--- src/rtl/NVM_pkg.sv ---
// Shared types and default constants for the clean-block FIFO.
package NVM_pkg;

  localparam int CF_BLK_ADDR_W = 10;
  localparam int CF_LOW_WM     = 2;
  localparam int CF_HIGH_WM    = 6;

  typedef logic [CF_BLK_ADDR_W-1:0] blk_addr_t;

  typedef enum logic [1:0] {
    CF_IDLE = 2'd0,
    CF_INIT = 2'd1,
    CF_RUN  = 2'd2
  } cfifo_state_t;

endpackage

--- src/rtl/clean_blk_fifo.sv ---
// Ring buffer of clean (erased) block addresses fed by the GC controller and
// drained by the write allocator. One slot is kept empty, so capacity is
// 2**FIFO_SIZE_BIT_NUM-1. Full/empty are decided from the entry count.
// Optional feature macro: CLEAN_FIFO_LOWMARK_EN adds the min_clean output.
module clean_blk_fifo
  import NVM_pkg::*;
#(
  parameter int FIFO_SIZE_BIT_NUM = 4,
  parameter int BLK_ADDR_W        = CF_BLK_ADDR_W,
  parameter int INIT_NUM          = 15,
  parameter int BLK_BASE          = 0,
  parameter int LOW_WM            = CF_LOW_WM,
  parameter int HIGH_WM           = CF_HIGH_WM
) (
  input  logic                         clk,
  input  logic                         rst,
  input  logic                         initial_fifo,
  input  logic                         fifo_write_en,
  input  logic [BLK_ADDR_W-1:0]        wr_blk,
  input  logic                         alloc_req,
  output logic                         alloc_valid,
  output logic [BLK_ADDR_W-1:0]        alloc_blk,
  output logic                         ini_full,
  output logic [FIFO_SIZE_BIT_NUM-1:0] clean_num,
  output logic                         fifo_recover_en,
`ifdef CLEAN_FIFO_LOWMARK_EN
  output logic [FIFO_SIZE_BIT_NUM-1:0] min_clean,
`endif
  output logic                         overflow_err
);

  localparam int                         DEPTH        = 1 << FIFO_SIZE_BIT_NUM;
  localparam logic [FIFO_SIZE_BIT_NUM-1:0] LP_CAP       = FIFO_SIZE_BIT_NUM'(DEPTH - 1);
  localparam logic [FIFO_SIZE_BIT_NUM-1:0] LP_LOW_WM    = FIFO_SIZE_BIT_NUM'(LOW_WM);
  localparam logic [FIFO_SIZE_BIT_NUM-1:0] LP_HIGH_WM   = FIFO_SIZE_BIT_NUM'(HIGH_WM);
  localparam logic [FIFO_SIZE_BIT_NUM-1:0] LP_INIT_LAST = FIFO_SIZE_BIT_NUM'(INIT_NUM - 1);
  localparam logic                         LP_INIT_NONE = (INIT_NUM == 0);

  cfifo_state_t                   r_state;
  cfifo_state_t                   w_next_state;
  logic [FIFO_SIZE_BIT_NUM-1:0]   r_wr_ptr;
  logic [FIFO_SIZE_BIT_NUM-1:0]   r_rd_ptr;
  logic [FIFO_SIZE_BIT_NUM-1:0]   r_count;
  logic [FIFO_SIZE_BIT_NUM-1:0]   r_init_idx;
  logic                           r_ini_full;
  logic                           r_recover;
  logic                           r_ovf;
  logic [BLK_ADDR_W-1:0]          r_mem [DEPTH];

  logic                           w_run_active;
  logic                           w_full;
  logic                           w_pop;
  logic                           w_push;
  logic                           w_drop;
  logic                           w_init_wr;
  logic                           w_wr_en;
  logic [BLK_ADDR_W-1:0]          w_wr_data;

  // State register: IDLE after reset, then follows the next-state logic.
  always_ff @(posedge clk) begin
    if (rst) begin
      r_state <= CF_IDLE;
    end else begin
      r_state <= w_next_state;
    end
  end

  // Next-state logic: initial_fifo restarts the pool load from any state.
  always_comb begin
    w_next_state = r_state;
    if (initial_fifo) begin
      w_next_state = LP_INIT_NONE ? CF_RUN : CF_INIT;
    end else begin
      case (r_state)
        CF_IDLE: w_next_state = CF_IDLE;
        CF_INIT: w_next_state = (r_init_idx == LP_INIT_LAST) ? CF_RUN : CF_INIT;
        CF_RUN:  w_next_state = CF_RUN;
        default: w_next_state = CF_IDLE;
      endcase
    end
  end

  // Push/pop qualification; a pop frees a slot for a same-cycle push when full.
  always_comb begin
    w_run_active = (r_state == CF_RUN) && !initial_fifo;
    w_full       = (r_count == LP_CAP);
    w_pop        = w_run_active && alloc_req && (r_count != {FIFO_SIZE_BIT_NUM{1'b0}});
    w_push       = w_run_active && fifo_write_en && (!w_full || w_pop);
    w_drop       = w_run_active && fifo_write_en && w_full && !w_pop;
    w_init_wr    = (r_state == CF_INIT) && !initial_fifo;
    w_wr_en      = w_push || w_init_wr;
    if (w_init_wr) begin
      w_wr_data = BLK_ADDR_W'(BLK_BASE) + BLK_ADDR_W'(r_init_idx);
    end else begin
      w_wr_data = wr_blk;
    end
  end

  // Pointers, count, status flags and the hysteresis GC trigger.
  always_ff @(posedge clk) begin
    if (rst) begin
      r_wr_ptr   <= {FIFO_SIZE_BIT_NUM{1'b0}};
      r_rd_ptr   <= {FIFO_SIZE_BIT_NUM{1'b0}};
      r_count    <= {FIFO_SIZE_BIT_NUM{1'b0}};
      r_init_idx <= {FIFO_SIZE_BIT_NUM{1'b0}};
      r_ini_full <= 1'b0;
      r_recover  <= 1'b0;
      r_ovf      <= 1'b0;
    end else begin
      r_ini_full <= (w_next_state == CF_RUN);
      if (initial_fifo) begin
        r_wr_ptr   <= {FIFO_SIZE_BIT_NUM{1'b0}};
        r_rd_ptr   <= {FIFO_SIZE_BIT_NUM{1'b0}};
        r_count    <= {FIFO_SIZE_BIT_NUM{1'b0}};
        r_init_idx <= {FIFO_SIZE_BIT_NUM{1'b0}};
        r_recover  <= 1'b0;
        r_ovf      <= 1'b0;
      end else begin
        if (w_wr_en) begin
          r_wr_ptr <= r_wr_ptr + {{(FIFO_SIZE_BIT_NUM-1){1'b0}}, 1'b1};
        end else begin
          r_wr_ptr <= r_wr_ptr;
        end
        if (w_pop) begin
          r_rd_ptr <= r_rd_ptr + {{(FIFO_SIZE_BIT_NUM-1){1'b0}}, 1'b1};
        end else begin
          r_rd_ptr <= r_rd_ptr;
        end
        if (w_init_wr) begin
          r_init_idx <= r_init_idx + {{(FIFO_SIZE_BIT_NUM-1){1'b0}}, 1'b1};
        end else begin
          r_init_idx <= r_init_idx;
        end
        case ({w_wr_en, w_pop})
          2'b10:   r_count <= r_count + {{(FIFO_SIZE_BIT_NUM-1){1'b0}}, 1'b1};
          2'b01:   r_count <= r_count - {{(FIFO_SIZE_BIT_NUM-1){1'b0}}, 1'b1};
          default: r_count <= r_count;
        endcase
        if (w_drop) begin
          r_ovf <= 1'b1;
        end else begin
          r_ovf <= r_ovf;
        end
        // Trigger decided from the count before this edge, so it lags by one.
        if (r_state == CF_RUN) begin
          if (r_count <= LP_LOW_WM) begin
            r_recover <= 1'b1;
          end else if (r_count >= LP_HIGH_WM) begin
            r_recover <= 1'b0;
          end else begin
            r_recover <= r_recover;
          end
        end else begin
          r_recover <= 1'b0;
        end
      end
    end
  end

  // Storage array: written by the init sequence or by accepted pushes.
  always_ff @(posedge clk) begin
    if (w_wr_en) begin
      r_mem[r_wr_ptr] <= w_wr_data;
    end
  end

`ifdef CLEAN_FIFO_LOWMARK_EN
  logic [FIFO_SIZE_BIT_NUM-1:0] r_min_clean;
  logic                         w_enter_run;

  // Detect the cycle in which the block enters RUN from a (re)initialisation.
  always_comb begin
    w_enter_run = (w_next_state == CF_RUN) && ((r_state != CF_RUN) || initial_fifo);
  end

  // Low-water mark of the pool seen in RUN since the last init.
  always_ff @(posedge clk) begin
    if (rst) begin
      r_min_clean <= {FIFO_SIZE_BIT_NUM{1'b0}};
    end else if (w_enter_run) begin
      r_min_clean <= FIFO_SIZE_BIT_NUM'(INIT_NUM);
    end else if ((r_state == CF_RUN) && (r_count < r_min_clean)) begin
      r_min_clean <= r_count;
    end else begin
      r_min_clean <= r_min_clean;
    end
  end

  assign min_clean = r_min_clean;
`endif

  assign alloc_valid     = (r_state == CF_RUN) && (r_count != {FIFO_SIZE_BIT_NUM{1'b0}});
  assign alloc_blk       = alloc_valid ? r_mem[r_rd_ptr] : {BLK_ADDR_W{1'b0}};
  assign ini_full        = r_ini_full;
  assign clean_num       = r_count;
  assign fifo_recover_en = r_recover;
  assign overflow_err    = r_ovf;

endmodule

--- config.mk ---
export PLATFORM = sky130hd
export DESIGN_NAME = clean_blk_fifo
export DESIGN_NICKNAME = d
export VERILOG_FILES = /design/src/rtl/NVM_pkg.sv /design/src/rtl/clean_blk_fifo.sv
export SDC_FILE = /design/constraint.sdc
export NUM_CORES = 1
export LEC_CHECK = 0
export BUFFER_PORTS_ARGS = -buffer_cell sky130_fd_sc_hd__buf_2
export CORE_MARGIN = 2
export CORE_UTILIZATION = 57
export DETAILED_ROUTE_END_ITERATION = 10
export PLACE_DENSITY = 0.75
export SLEW_MARGIN = 10
export SYNTH_ARGS = -nofsm -noshare
export SYNTH_HDL_FRONTEND = slang
export SYNTH_SLANG_ARGS = --single-unit
export TNS_END_PERCENT = 1
--- constraint.sdc ---
create_clock -name clk -period 3.5 [get_ports clk]
set_clock_uncertainty 0.05 [all_clocks]
set_input_delay 0 -clock clk [delete_from_list [all_inputs] [get_ports clk]]
set_output_delay 0 -clock clk [all_outputs]
set_load 0.05 [all_outputs]
== Word level (Yosys, flattened, before mapping) ==
Memory sizes are Yosys's and may differ from the RTL's. A register that Yosys moved wholly into a read port is not among the register bits.
Index checks and enable logic that the tools add are counted.
Storage, ports and cells
  bits of input ports: 15
  logic and storage cells: 55
  memories: 1
  output and inout port bits: 18
  bits in registers: 21
  bits in writable memories: 160
Operators by class
  bitwise operators: 1
  mux-type cells: 12
  $lt $le $gt $ge: 2
  reductions and logical operators: 19
  add/subtract/negate cells: 5
  eq/ne operators: 7
Memory list
  r_mem: depth 16, width 10, rd ports 1, clocked after Yosys merged registers in 1, wr ports 1, line clean_blk_fifo.sv:48  | logic [BLK_ADDR_W-1:0] r_mem [DEPTH];
Operator list (number)
  2-to-1 mux 10 bit: 2
  adder 4 x 1 -> 4 bit, second input constant: 4
  logical AND 1 bit: 9
  equality test 4 bit, second input constant: 2
  2-to-1 mux 4 bit: 2
  one-hot mux 4 bit (2 select lines): 1
  equality test 2 bit, second input constant: 3
  equality test 2 x 1 -> 1 bit, second input constant: 2
  greater-or-equal comparator 4 x 3 -> 1 bit, second input constant: 1
  less-or-equal comparator 4 x 2 -> 1 bit, second input constant: 1
  2-to-1 mux 1 bit: 4
  2-to-1 mux 2 bit: 2
  one-hot mux 2 bit (2 select lines): 1
  nonzero test 2 bit: 2
  nonzero test 4 bit: 1
  subtractor 4 x 1 -> 4 bit, second input constant: 1
  logical NOT 1 bit: 3
  OR reduction 3 bit: 1
  logical OR 1 bit: 2
  OR reduction 2 bit: 1
  inverter 1 bit: 1

== Longest topological paths before layout ==
  depth in word-level cells: 9
  depth in mapped cells: 12
  gate-level depth less buffers: 12

== Least setup slack after synthesis ==
OpenSTA, ideal clock, no wires.
  kind: register -> output
  start point: register r_count[1], in the netlist clean_num[1]
  end point: output alloc_blk[8]
  data required time: 3.450 ns
  cell stages (with the launch flop): 6
  arrival time: 2.798 ns
  path buffers: 1
  slack: 0.652 ns
  path through: dfxtp_1 > buf_2 > o41ai_4 > inv_1 > o21ai_0 > o32ai_1
On the way
  word-level cells in the longest chain between the ends: 3
Ends and longest elaborated chain
  from (decl): line clean_blk_fifo.sv:43  | logic [FIFO_SIZE_BIT_NUM-1:0] r_count;
  from (signal assigned): line clean_blk_fifo.sv:104  | r_count <= {FIFO_SIZE_BIT_NUM{1'b0}};
  from (signal assigned): line clean_blk_fifo.sv:114  | r_count <= {FIFO_SIZE_BIT_NUM{1'b0}};
  from (signal assigned): line clean_blk_fifo.sv:135  | 2'b10: r_count <= r_count + {{(FIFO_SIZE_BIT_NUM-1){1'b0}}, 1'b1};
  nonzero test 4 bit: line clean_blk_fifo.sv:192  | assign alloc_valid = (r_state == CF_RUN) && (r_count != {FIFO_SIZE_BIT_NUM{1'b0}});
  logical AND 1 bit: line clean_blk_fifo.sv:192
  named net alloc_valid: line clean_blk_fifo.sv:21  | output logic alloc_valid,
  2-to-1 mux 10 bit: line clean_blk_fifo.sv:193  | assign alloc_blk = alloc_valid ? r_mem[r_rd_ptr] : {BLK_ADDR_W{1'b0}};
  to (decl): line clean_blk_fifo.sv:22  | output logic [BLK_ADDR_W-1:0] alloc_blk,
The timed path passes the listed nets, and every way through them passes these cells.

== Worst setup path in the final report ==
  start point: register r_count[0], in the netlist clean_num[0]
  end point: register r_count[2], in the netlist clean_num[2]
On the way
  word-level cells in the longest chain between the ends: 7
  elaborated cells on any way between the ends: 13
  classes of those cells: add/sub (2); eq/ne (3); mux (1); reduce/logical (7)
Ends and longest elaborated chain
  equality test 4 bit / nonzero test 4 bit (equally long branches): line clean_blk_fifo.sv:86, clean_blk_fifo.sv:87
  logical NOT 1 bit / logical AND 1 bit (equally long branches): line clean_blk_fifo.sv:88, clean_blk_fifo.sv:87
  logical OR 1 bit: line clean_blk_fifo.sv:88  | w_push = w_run_active && fifo_write_en && (!w_full || w_pop);
  logical AND 1 bit: line clean_blk_fifo.sv:88
  logical OR 1 bit: line clean_blk_fifo.sv:91  | w_wr_en = w_push || w_init_wr;
  equality test 2 x 1 -> 1 bit / equality test 2 bit (equally long branches): line clean_blk_fifo.sv:134  | case ({w_wr_en, w_pop})
  one-hot mux 4 bit (2 select lines) / nonzero test 2 bit (equally long branches)
Parallel ways exist; a longest one is shown, timed or not.
A chain may end at the register's enable or synchronous reset.

==> flow_summary.yaml <==
status:
  status: "finished, final reports clean"
worst_setup_path:
  r2r_slack_ns: 0.46
  worst_setup_path_start_kind: "flop"
  cp-end-kind: "flop"
  endpoint: "clean_num[2]$_SDFFE_PP0P_"
  worst-path-buf-inv: 0
  worstRegToRegCells: 9
  slowest_stage: "o41ai_4"
  critical_path_depth: 9
  crit_type: "reg2reg"
  cp.arrival_ns: 3.34
  worstPathCellList: "o41ai_4 -> nor3_2 -> ha_1 -> xor2_1 -> ha_1 -> a21oi_1 -> xor2_1 -> or3_1 -> a21oi_1"
  r2r-start: "clean_num[0]$_SDFFE_PP0P_"
  required_ns: 3.80
  worstPathMaxFanout: 13
  startpoint: "clean_num[0]$_SDFFE_PP0P_"
  cp_top_family: "compound AO/OA/AOI/OAI gates"
  r2r_end: "clean_num[2]$_SDFFE_PP0P_"
  slowest_delay_ns: 0.91
die:
  coreArea_sq_mm: 0.01277
  rows: 41
  num_io_pins: 33
  die_w_um: 119.0
  initial_core_util_pct: 58.97
  die_area_sq_mm: 0.01415
  die_y_um: 119.0
place:
  io_buffers: 32
  place_hpwl_um: 9406
  gp_congestion: 0.7602
clock_tree:
  cts_made_buffers: 17
  clk_latency_ns: 0.42
  postCtsSetupBuffers: 0
  cts-root-buf: "clkbuf_16"
  clockBufferDepth: 2
  clk_pin_slew_ns: 0.06
  htreeDepth: 4
  cts.sinks: 185
  cts_tree: "built"
sta:
  slew_violations: 0
  fmax_ghz: 0.3288
  worst_slew_pin_slew_ns: 1.035
  timing.final.crit_share_pct: 86.90
  setup_tns_ns: 0
  min_period_ns: 3.041
  rsz0062_at_grt: "false"
  relSlewSlack_pct: 30.77
  final-hold-violation-count: 0
  setup_viol: 0
logic_synthesis:
  ys_seq_area_share_pct: 70.43
  ys_top_cells_by_area: "edfxtp_1, mux4_2, dfxtp_1, a211oi_1, ha_1"
  synthAdderAreaFrac_pct: 1.993
  ys_warn_count: 0
  synth_top_family_by_area: "multiplexers"
  synth_fp_nets: 450
  synth_top_cell_by_area: "edfxtp_1"
  synthMuxAreaShare_pct: 14.37
  synth_compound_area_share_pct: 4.286
  yosys.area.top_type_share_pct: 63.79
  synth_most_common_cell: "edfxtp_1"
  async_reset_ff_share_pct: 0
  syn_avg_cell_area_sq_um: 17.81
  synthCells: 423
  synth_edf_count: 160
  synth_seq_cells: 185
  synth.distinct_cells: 44
  synth_common_cells: "edfxtp_1, mux4_2, nor2_1"
  synth-simple-area-share_pct: 5.581
  synth.cell_area_sq_mm: 0.007532
  synth_xor_area_share_pct: 1.047
  synth_ff_type: "edfxtp_1"
route:
  vias_per_cell: 5.985
  first_pass_iters: 5
  drc: 0
  final_antenna_net_count: 0
  wl_per_cell_um: 22.35
  drt-initial-drc-count: 386
  num_vias: 3986
  wirelength_um: 14890
grt:
  grt_max_degree: 23
  grtUsageTotal_pct: 22.46
  antenna_found_initial: 0
  grt_pass1_wl_um: 23030
  grt_pass1_vias: 4069
  gr-total-overflow: 0
pwr:
  power_density_mw_per_mm2: 517.9
  ir_drop_uv: 250.9
  power_leakage_uw: 0.002858
  finalPower_uw: 4462
layout:
  drive_above_1_share_pct: 26.72
  fin_util_pct: 67.45
  syn_to_final_growth_pct: 14.39
  n_fill_cell: 815
  nets: 508
  antennaDiodeCount: 0
hold_path:
  hold_class: "in2reg"
run:
  maxCapViolCount: 0
## routing by layer
layer	vias up	wire, um	GRT usage [%]
met2	162	7460	36.06
met4	0	340	8.780
met3	26	923	5.316
li1	1788	-	-
met1	2010	6160	30.07
met5	-	0	0
## layout make-up
| type | count | area, sq um | area share [%] |
|---|---|---|---|
| Sequential cell | 185 | 5306 | 61.59 |
| Clock buffer | 20 | 436.7 | 5.068 |
| Clock inverter | 12 | 173.9 | 2.019 |
| Inverter | 11 | 41.29 | 0.4792 |
| Tap cell | 172 | 215.2 | 2.498 |
| Multi-Input combinational cell | 205 | 2054 | 23.85 |
| Timing Repair Buffer | 61 | 387.9 | 4.502 |
## state kept, by name (all words and copies together), names as in the netlist, named ones only
| signal | count |
|---|---|
| ini_full | 1 |
| r_init_idx | 4 |
| r_mem | 160 |
| fifo_recover_en | 1 |
| r_wr_ptr | 4 |
| r_rd_ptr | 4 |
| clean_num | 4 |
| overflow_err | 1 |
| r_state | 2 |
## worst min-delay path by stage
stage                     startpoint                       end  cells past startpoint
after global placement           rst     r_state[0]$_SDFF_PP0_                      2
final                      alloc_req  r_rd_ptr[2]$_SDFFE_PP0N_                      5
after floorplan                  rst     r_state[0]$_SDFF_PP0_                      1
after detailed placement         rst     r_state[0]$_SDFF_PP0_                      2
after CTS                  alloc_req  r_rd_ptr[2]$_SDFFE_PP0N_                      5
after global routing       alloc_req  r_rd_ptr[2]$_SDFFE_PP0N_                      5
## logic make-up (layout without fill, tap and decap cells)
kind of cell / after synthesis / count (layout)
and+or+nand+nor: 82 / 82
AOI/OAI and AO/OA: 45 / 45
buffers and inverters: 33 / 104
muxes: 57 / 57
DFF: 185 / 185
adders and majority gates: 12 / 12
xor gates and xnor gates: 9 / 9
## worst reg2reg max path, stage by stage, from the launching register on
cell and delay, ns:
dfxtp_1 0.40, o41ai_4 0.91, nor3_2 0.18, ha_1 0.32
xor2_1 0.17, ha_1 0.20, a21oi_1 0.17, xor2_1 0.11
or3_1 0.31, a21oi_1 0.14
## power breakdown
| group | total (uW) | switching [uW] | internal (uW) |
|---|---|---|---|
| Clock | 1950 | 762 | 1190 |
| Combinational | 95.2 | 65.4 | 29.8 |
| Sequential | 2410 | 3.59 | 2410 |
## placed cells by master, fill, tap and decap left out, types with 2 or more instances in the layout
cell type	netlist	routed
a211oi_1	20	20
a21oi_1	5	5
and2_1	7	7
buf_2	6	32
buf_4	4	25
bufinv_16	0	4
clkbuf_1	8	3
clkbuf_16	0	17
clkinv_2	0	3
clkinvlp_4	0	4
dfxtp_1	25	24
dlygate4sd3_1	0	4
edfxtp_1	160	160
ha_1	12	12
inv_1	11	11
mux2_2	3	3
mux2i_1	14	14
mux4_1	2	2
mux4_2	38	38
nand2_1	6	6
nand2b_1	4	4
nand3_1	4	4
nor2_1	30	30
nor2b_1	10	10
nor3_1	7	7
nor4_1	3	3
o21ai_0	11	11
or3_1	4	4
xnor2_1	4	4
xor2_1	5	5
## stage by stage
stage | worst slack (ns) | hold slack [ns] | area [sq um] | instances
floorplan | 0.6523 | 0.02238 | 7532 | 423
global placement | 0.7267 | 0.1894 | 7965 | 630
detailed placement | 0.5909 | 0.1958 | 7965 | 630
CTS | 0.5261 | 0.02288 | 8616 | 666
global route | 0.3792 | 0.08068 | 8616 | 666
finish | 0.4587 | 0.03603 | 8616 | 666
## timing repair
item | CTS | global route
hold buffers | 4 | 0
gates resized for setup | 0 | 0
endpoints found under the hold margin | 6 | 0
(Power assumes the default switching activity.)
